[config.mk]
export PLATFORM = sky130hd
export DESIGN_NAME = banco_de_registradores_sb
export DESIGN_NICKNAME = d
export VERILOG_FILES = /design/src/rtl/banco_de_registradores_sb.sv
export SDC_FILE = /design/constraint.sdc
export NUM_CORES = 2
export LEC_CHECK = 0
export CAP_MARGIN = 20
export CORE_MARGIN = 2
export CORE_UTILIZATION = 58
export DETAILED_ROUTE_END_ITERATION = 16
export DONT_BUFFER_PORTS = 1
export MAX_ROUTING_LAYER = met4
export PLACE_DENSITY_LB_ADDON = 0.15
export SETUP_SLACK_MARGIN = 0.5
export SLEW_MARGIN = 30
export SYNTH_ARGS = -nofsm -noshare
export SYNTH_HDL_FRONTEND = slang
export SYNTH_SLANG_ARGS = --single-unit
[constraint.sdc]
create_clock -name clock -period 3 [get_ports clock]
set_clock_uncertainty 0.2 [all_clocks]
set_input_delay 0.45 -clock clock [delete_from_list [all_inputs] [get_ports clock]]
set_output_delay 0.45 -clock clock [all_outputs]
set_load 0.03 [all_outputs]
[src/rtl/banco_de_registradores_sb.sv]
// banco_de_registradores_sb: register file with N combinational read ports,
// one write-back port, optional write-through bypass, optional hardwired
// zero register and an integrated busy-bit scoreboard with occupancy count.
module banco_de_registradores_sb #(
  parameter int unsigned DATA_W   = 32,
  parameter int unsigned ADDR_W   = 5,
  parameter int unsigned N_RD     = 2,
  parameter int unsigned ZERO_REG = 1,
  parameter int unsigned BYPASS   = 1
) (
  input  logic                     clock,
  input  logic                     reset,
  input  logic [N_RD*ADDR_W-1:0]   br_in_rd_addr,
  output logic [N_RD*DATA_W-1:0]   br_out_rd_data,
  output logic [N_RD-1:0]          br_out_rd_busy,
  input  logic                     sb_set_enable,
  input  logic [ADDR_W-1:0]        sb_set_addr,
  input  logic                     wb_enable,
  input  logic [ADDR_W-1:0]        br_in_dest_wb,
  input  logic [DATA_W-1:0]        br_in_data,
  output logic [ADDR_W:0]          br_out_busy_count,
  output logic                     br_out_wb_orphan
);

  localparam int unsigned DEPTH = 1 << ADDR_W;
  localparam int unsigned CNT_W = ADDR_W + 1;
  localparam bit          ZERO_EN = (ZERO_REG != 0);
  localparam bit          BYP_EN  = (BYPASS != 0);

  // Architectural state
  logic [DATA_W-1:0] r_mem [DEPTH];
  logic [DEPTH-1:0]  r_busy;
  logic [CNT_W-1:0]  r_count;
  logic              r_orphan;

  // Next-state and qualifier nets
  logic [DEPTH-1:0]  w_busy_next;
  logic [CNT_W-1:0]  w_count_next;
  logic              w_set_ok;
  logic              w_wb_ok;
  logic              w_inc;
  logic              w_dec;
  logic              w_orphan_hit;
  logic [ADDR_W-1:0] w_rd_addr;
  logic              w_rd_hit;
  logic              w_rd_zero;

  // Qualify set / write-back against the hardwired zero register
  always_comb begin
    w_set_ok = sb_set_enable && !(ZERO_EN && (sb_set_addr == '0));
    w_wb_ok  = wb_enable && !(ZERO_EN && (br_in_dest_wb == '0));
  end

  // Read ports: array data, optional bypass, zero-register override, forwarded busy
  always_comb begin
    br_out_rd_data = '0;
    br_out_rd_busy = '0;
    w_rd_addr      = '0;
    w_rd_hit       = 1'b0;
    w_rd_zero      = 1'b0;
    for (int unsigned i = 0; i < N_RD; i++) begin
      w_rd_addr = br_in_rd_addr[i*ADDR_W +: ADDR_W];
      w_rd_hit  = wb_enable && (br_in_dest_wb == w_rd_addr);
      w_rd_zero = ZERO_EN && (w_rd_addr == '0);
      if (w_rd_zero) begin
        br_out_rd_data[i*DATA_W +: DATA_W] = '0;
        br_out_rd_busy[i]                  = 1'b0;
      end else begin
        br_out_rd_data[i*DATA_W +: DATA_W] = (BYP_EN && w_rd_hit) ? br_in_data
                                                                  : r_mem[w_rd_addr];
        br_out_rd_busy[i]                  = r_busy[w_rd_addr] && !w_rd_hit;
      end
    end
  end

  // Busy vector next state: a new producer (set) wins over a retiring one (clear)
  always_comb begin
    w_busy_next = r_busy;
    if (w_wb_ok) begin
      w_busy_next[br_in_dest_wb] = 1'b0;
    end
    if (w_set_ok) begin
      w_busy_next[sb_set_addr] = 1'b1;
    end
  end

  // Occupancy count tracks popcount(busy) incrementally
  always_comb begin
    w_inc        = w_set_ok && !r_busy[sb_set_addr];
    w_dec        = w_wb_ok && r_busy[br_in_dest_wb]
                   && !(w_set_ok && (sb_set_addr == br_in_dest_wb));
    w_count_next = r_count + CNT_W'(w_inc) - CNT_W'(w_dec);
    w_orphan_hit = w_wb_ok && !r_busy[br_in_dest_wb];
  end

  // Register array storage with write-back commit
  always_ff @(posedge clock or negedge reset) begin
    if (!reset) begin
      for (int unsigned j = 0; j < DEPTH; j++) begin
        r_mem[j] <= '0;
      end
    end else if (w_wb_ok) begin
      r_mem[br_in_dest_wb] <= br_in_data;
    end
  end

  // Scoreboard state: busy bits, count and sticky orphan flag
  always_ff @(posedge clock or negedge reset) begin
    if (!reset) begin
      r_busy   <= '0;
      r_count  <= '0;
      r_orphan <= 1'b0;
    end else begin
      r_busy  <= w_busy_next;
      r_count <= w_count_next;
      if (w_orphan_hit) begin
        r_orphan <= 1'b1;
      end
    end
  end

  // Status outputs straight from state flops
  always_comb begin
    br_out_busy_count = r_count;
    br_out_wb_orphan  = r_orphan;
  end

endmodule

==> run summary <==
outcome: finished with violations
violated checks: slew limit, setup timing
post-synthesis sequential area ratio: 45.8%
largest area contributor in the netlist: dfrtp_1
layout net count: 4201
Total Wirelength: 187000 um
DR pass1 iterations: 6
Critical path buffers and inverters: 1
Routed WL per cell: 33.9 um
RD Place Congestion: 0.852
Via-to-Cell Ratio: 7.29
maxcap violations: 0
Clock Sinks: 1063
Comb pwr share: 22.3%
vias post-DR: 40360
largest fanout on the critical path: 293
cell area power density: 668 nW/um2
CTS tree: done
Yosys warnings: 0
Clock Tree Buf Depth: 3
CP Depth: 5
initial antenna violation count: 5
number of flops mapped to enable cells by yosys: 0
register area: 26600 um2
Largest stage delay, worst path: 1.03 ns
DP HPWL: 102000 um
WP data required: 2.35 ns
Synth area leaders: dfrtp_1 (46%), mux2_2 (20%), mux4_2 (17%)
Critical Path End Type: output pin
Net Sw Frac: 27.3%
internal power: 32.6 mW
largest net degree at the start of global routing: 302
Worst Max-Slew Pin Slew: 1.66 ns
Syn Std Cell Area: 58100 um2
Final Util: 67.2%
Routed Antenna Nets: 0
#FFs+latches synth: 1063
Rel. slew slack: -10.8%
NetSw: 12.2 mW
R2R cell count: 13
grt total ovfl: 0
sequential share of power: 42.8%
vias in the first global route: 40221
max-slew violations: 96
Die Y: 320 um
crit path max-delay cell type: mux4_2
RSZ-0062 raised after global routing: true
clk slew on worst S/H paths: 0.06 ns
VDD IR max: 0.000493 V
P_leak: 29.2 nW
clock power share: 34.9%
Critical Path Start Type: input pin
Mapped Cells: 4107
worst hold stages: 4
final setup violation count: 70
main flop type after synthesis: dfrtp_1
core box area: 99700 um2
Max Freq: 265 MHz
Yosys cell types: 64
most frequent cell after synthesis: dfrtp_1
Avg Inst Size Synth: 14.1 um2
DRC errors left: 0
setup ws final: -0.772 ns
clock latency on the worst-skew pair: 0.72 ns
Hold WC Path Type: in -> reg
first-pass GRT wire length: 275000 um
fillers: 6914
Starting Density: 58.2%
FP Rows: 116
CP Data Arrival Time: 3.12 ns
Largest delay share family, worst path: multiplexers
First DRT Iteration DRCs: 4822
Syn Nets: 4170
Area Overhead vs Synth: 15.4%
CTS Buf Count: 116
IO Port Bufs: 0
period utilisation layout: 126%
root buffer cell: clkbuf_16
Final Hold Viols: 0
H-tree Lvls: 3
GRT Overall Usage: 37.7%
IO Count: 129
Synth top area share: 45.8%
post-layout min period: 3.77 ns
Die ar.: 103000 um2
crit path kind: in -> out
proportion of layout cells with a drive suffix above 1: 54.1%
width of the die: 320 um
synth cell count leaders: dfrtp_1 (1063), mux2_2 (1044), mux4_2 (431)
FFs w/ async S/R, synth: 100%
crit-path cells: mux4_2 > a22oi_1 > nand2_1 > a221o_2 > buf_12
hold slack: 0.0770 ns
area of the multi-input gates: 30600 um2
==> power by group through the flow <==
stage | sequential (mW) | combinational, mW | clock, mW
final | 19.2 | 10.0 | 15.6
after global routing | 19.5 | 10.6 | 16.4
after CTS | 19.0 | 9.68 | 15.7
after detailed placement | 19.3 | 8.73 | 0
after global placement | 19.2 | 8.26 | 0
after floorplan | 18.7 | 7.39 | 0
==> cell families after synthesis <==
group                    after synthesis  share of synthesized area, %
AND/OR/NAND/NOR                      374                          3.23
buffers and inverters                484                          3.95
XOR/XNOR                              21                         0.317
adder cells (fa/ha/maj)                7                         0.164
flip-flops                          1063                          45.8
multiplexers                        1683                          40.5
AO/OA/AOI/OAI                        475                          6.01
==> cells in the final DEF (no fill, tap or decap), types with 23 or more instances in the layout <==
cell type	netlist	layout
a221oi_1	57	48
a22oi_1	74	61
buf_12	2	51
buf_2	135	29
buf_4	30	238
buf_6	20	26
clkbuf_16	0	122
clkbuf_8	0	38
dfrtp_1	1063	1063
mux2_2	1044	1041
mux2i_1	208	203
mux4_2	431	431
nand2_1	90	68
nand3_1	38	28
nor2_1	90	63
o211ai_1	35	35
o21ai_0	72	43
o21ai_1	0	23
o22ai_1	74	50
==> metrics by stage <==
stage	setup slack (ns)	setup TNS [ns]	power, mW	cell area [um2]	cells
after floorplan	-0.162	-0.316	26.1	59100	4107
after global placement	-0.220	-3.26	27.4	60200	5146
after detailed placement	-0.283	-20.50	28.1	60400	5153
after CTS	-0.535	-4.32	44.4	66600	5511
after global routing	-0.581	-9.70	46.4	67000	5539
final	-0.772	-26.37	44.8	67000	5539
==> flip-flops by register name, indices dropped and copies added, names as in the netlist <==
register and count:
br_out_wb_orphan 1, r_mem 1024, r_busy 32, br_out_busy_count 6
==> layer usage <==
metal | part of all wire, % | track usage, %
met4 | 4.0 | 13.2
met3 | 10 | 9.00
met2 | 45 | 53.7
met5 | 0 | -
met1 | 41 | 53.3
==> tightest hold or removal path, delay by kind of cell <==
kind                     cells  cell delay (ns)
adder cells (fa/ha/maj)      2             0.38
AO/OA/AOI/OAI                1             0.06
buffers and inverters        1             0.07
==> what timing repair did <==
item	CTS	global route
hold endpoints to repair	1207	137
buffers inserted	86	15
hold buffers	58	1
gates cloned	1	3
pin swaps	147	62
endpoints found under the setup margin	71	347
gates resized for setup	130	62
==> layout make-up <==
cell class / instances / area share (%)
inverter: 13 / 0.0728
multi-input combinational: 2560 / 45.6
clock buffer: 174 / 5.32
tap: 1298 / 2.42
clock inverter: 39 / 0.924
timing repair buffer: 384 / 5.90
antenna: 8 / 0.0299
sequential: 1063 / 39.7
==> final timing paths <==
| path | endpoint | slack, ns | start |
|---|---|---|---|
| worst max register to register | br_out_busy_count[4] | -0.29 | r_busy[16] |
| worst min-delay path | br_out_busy_count[1] | 0.08 | sb_set_addr[2] |
| worst min register to register | r_mem[1004] | 0.19 | r_mem[1004] |
| max in group asynchronous | r_mem[994] | 0.25 | reset |
| min in group asynchronous | r_mem[156] | 0.42 | reset |
| worst max-delay path | br_out_rd_data[14] | -0.77 | br_in_rd_addr[0] |
Power figures use the tool's default switching activity.
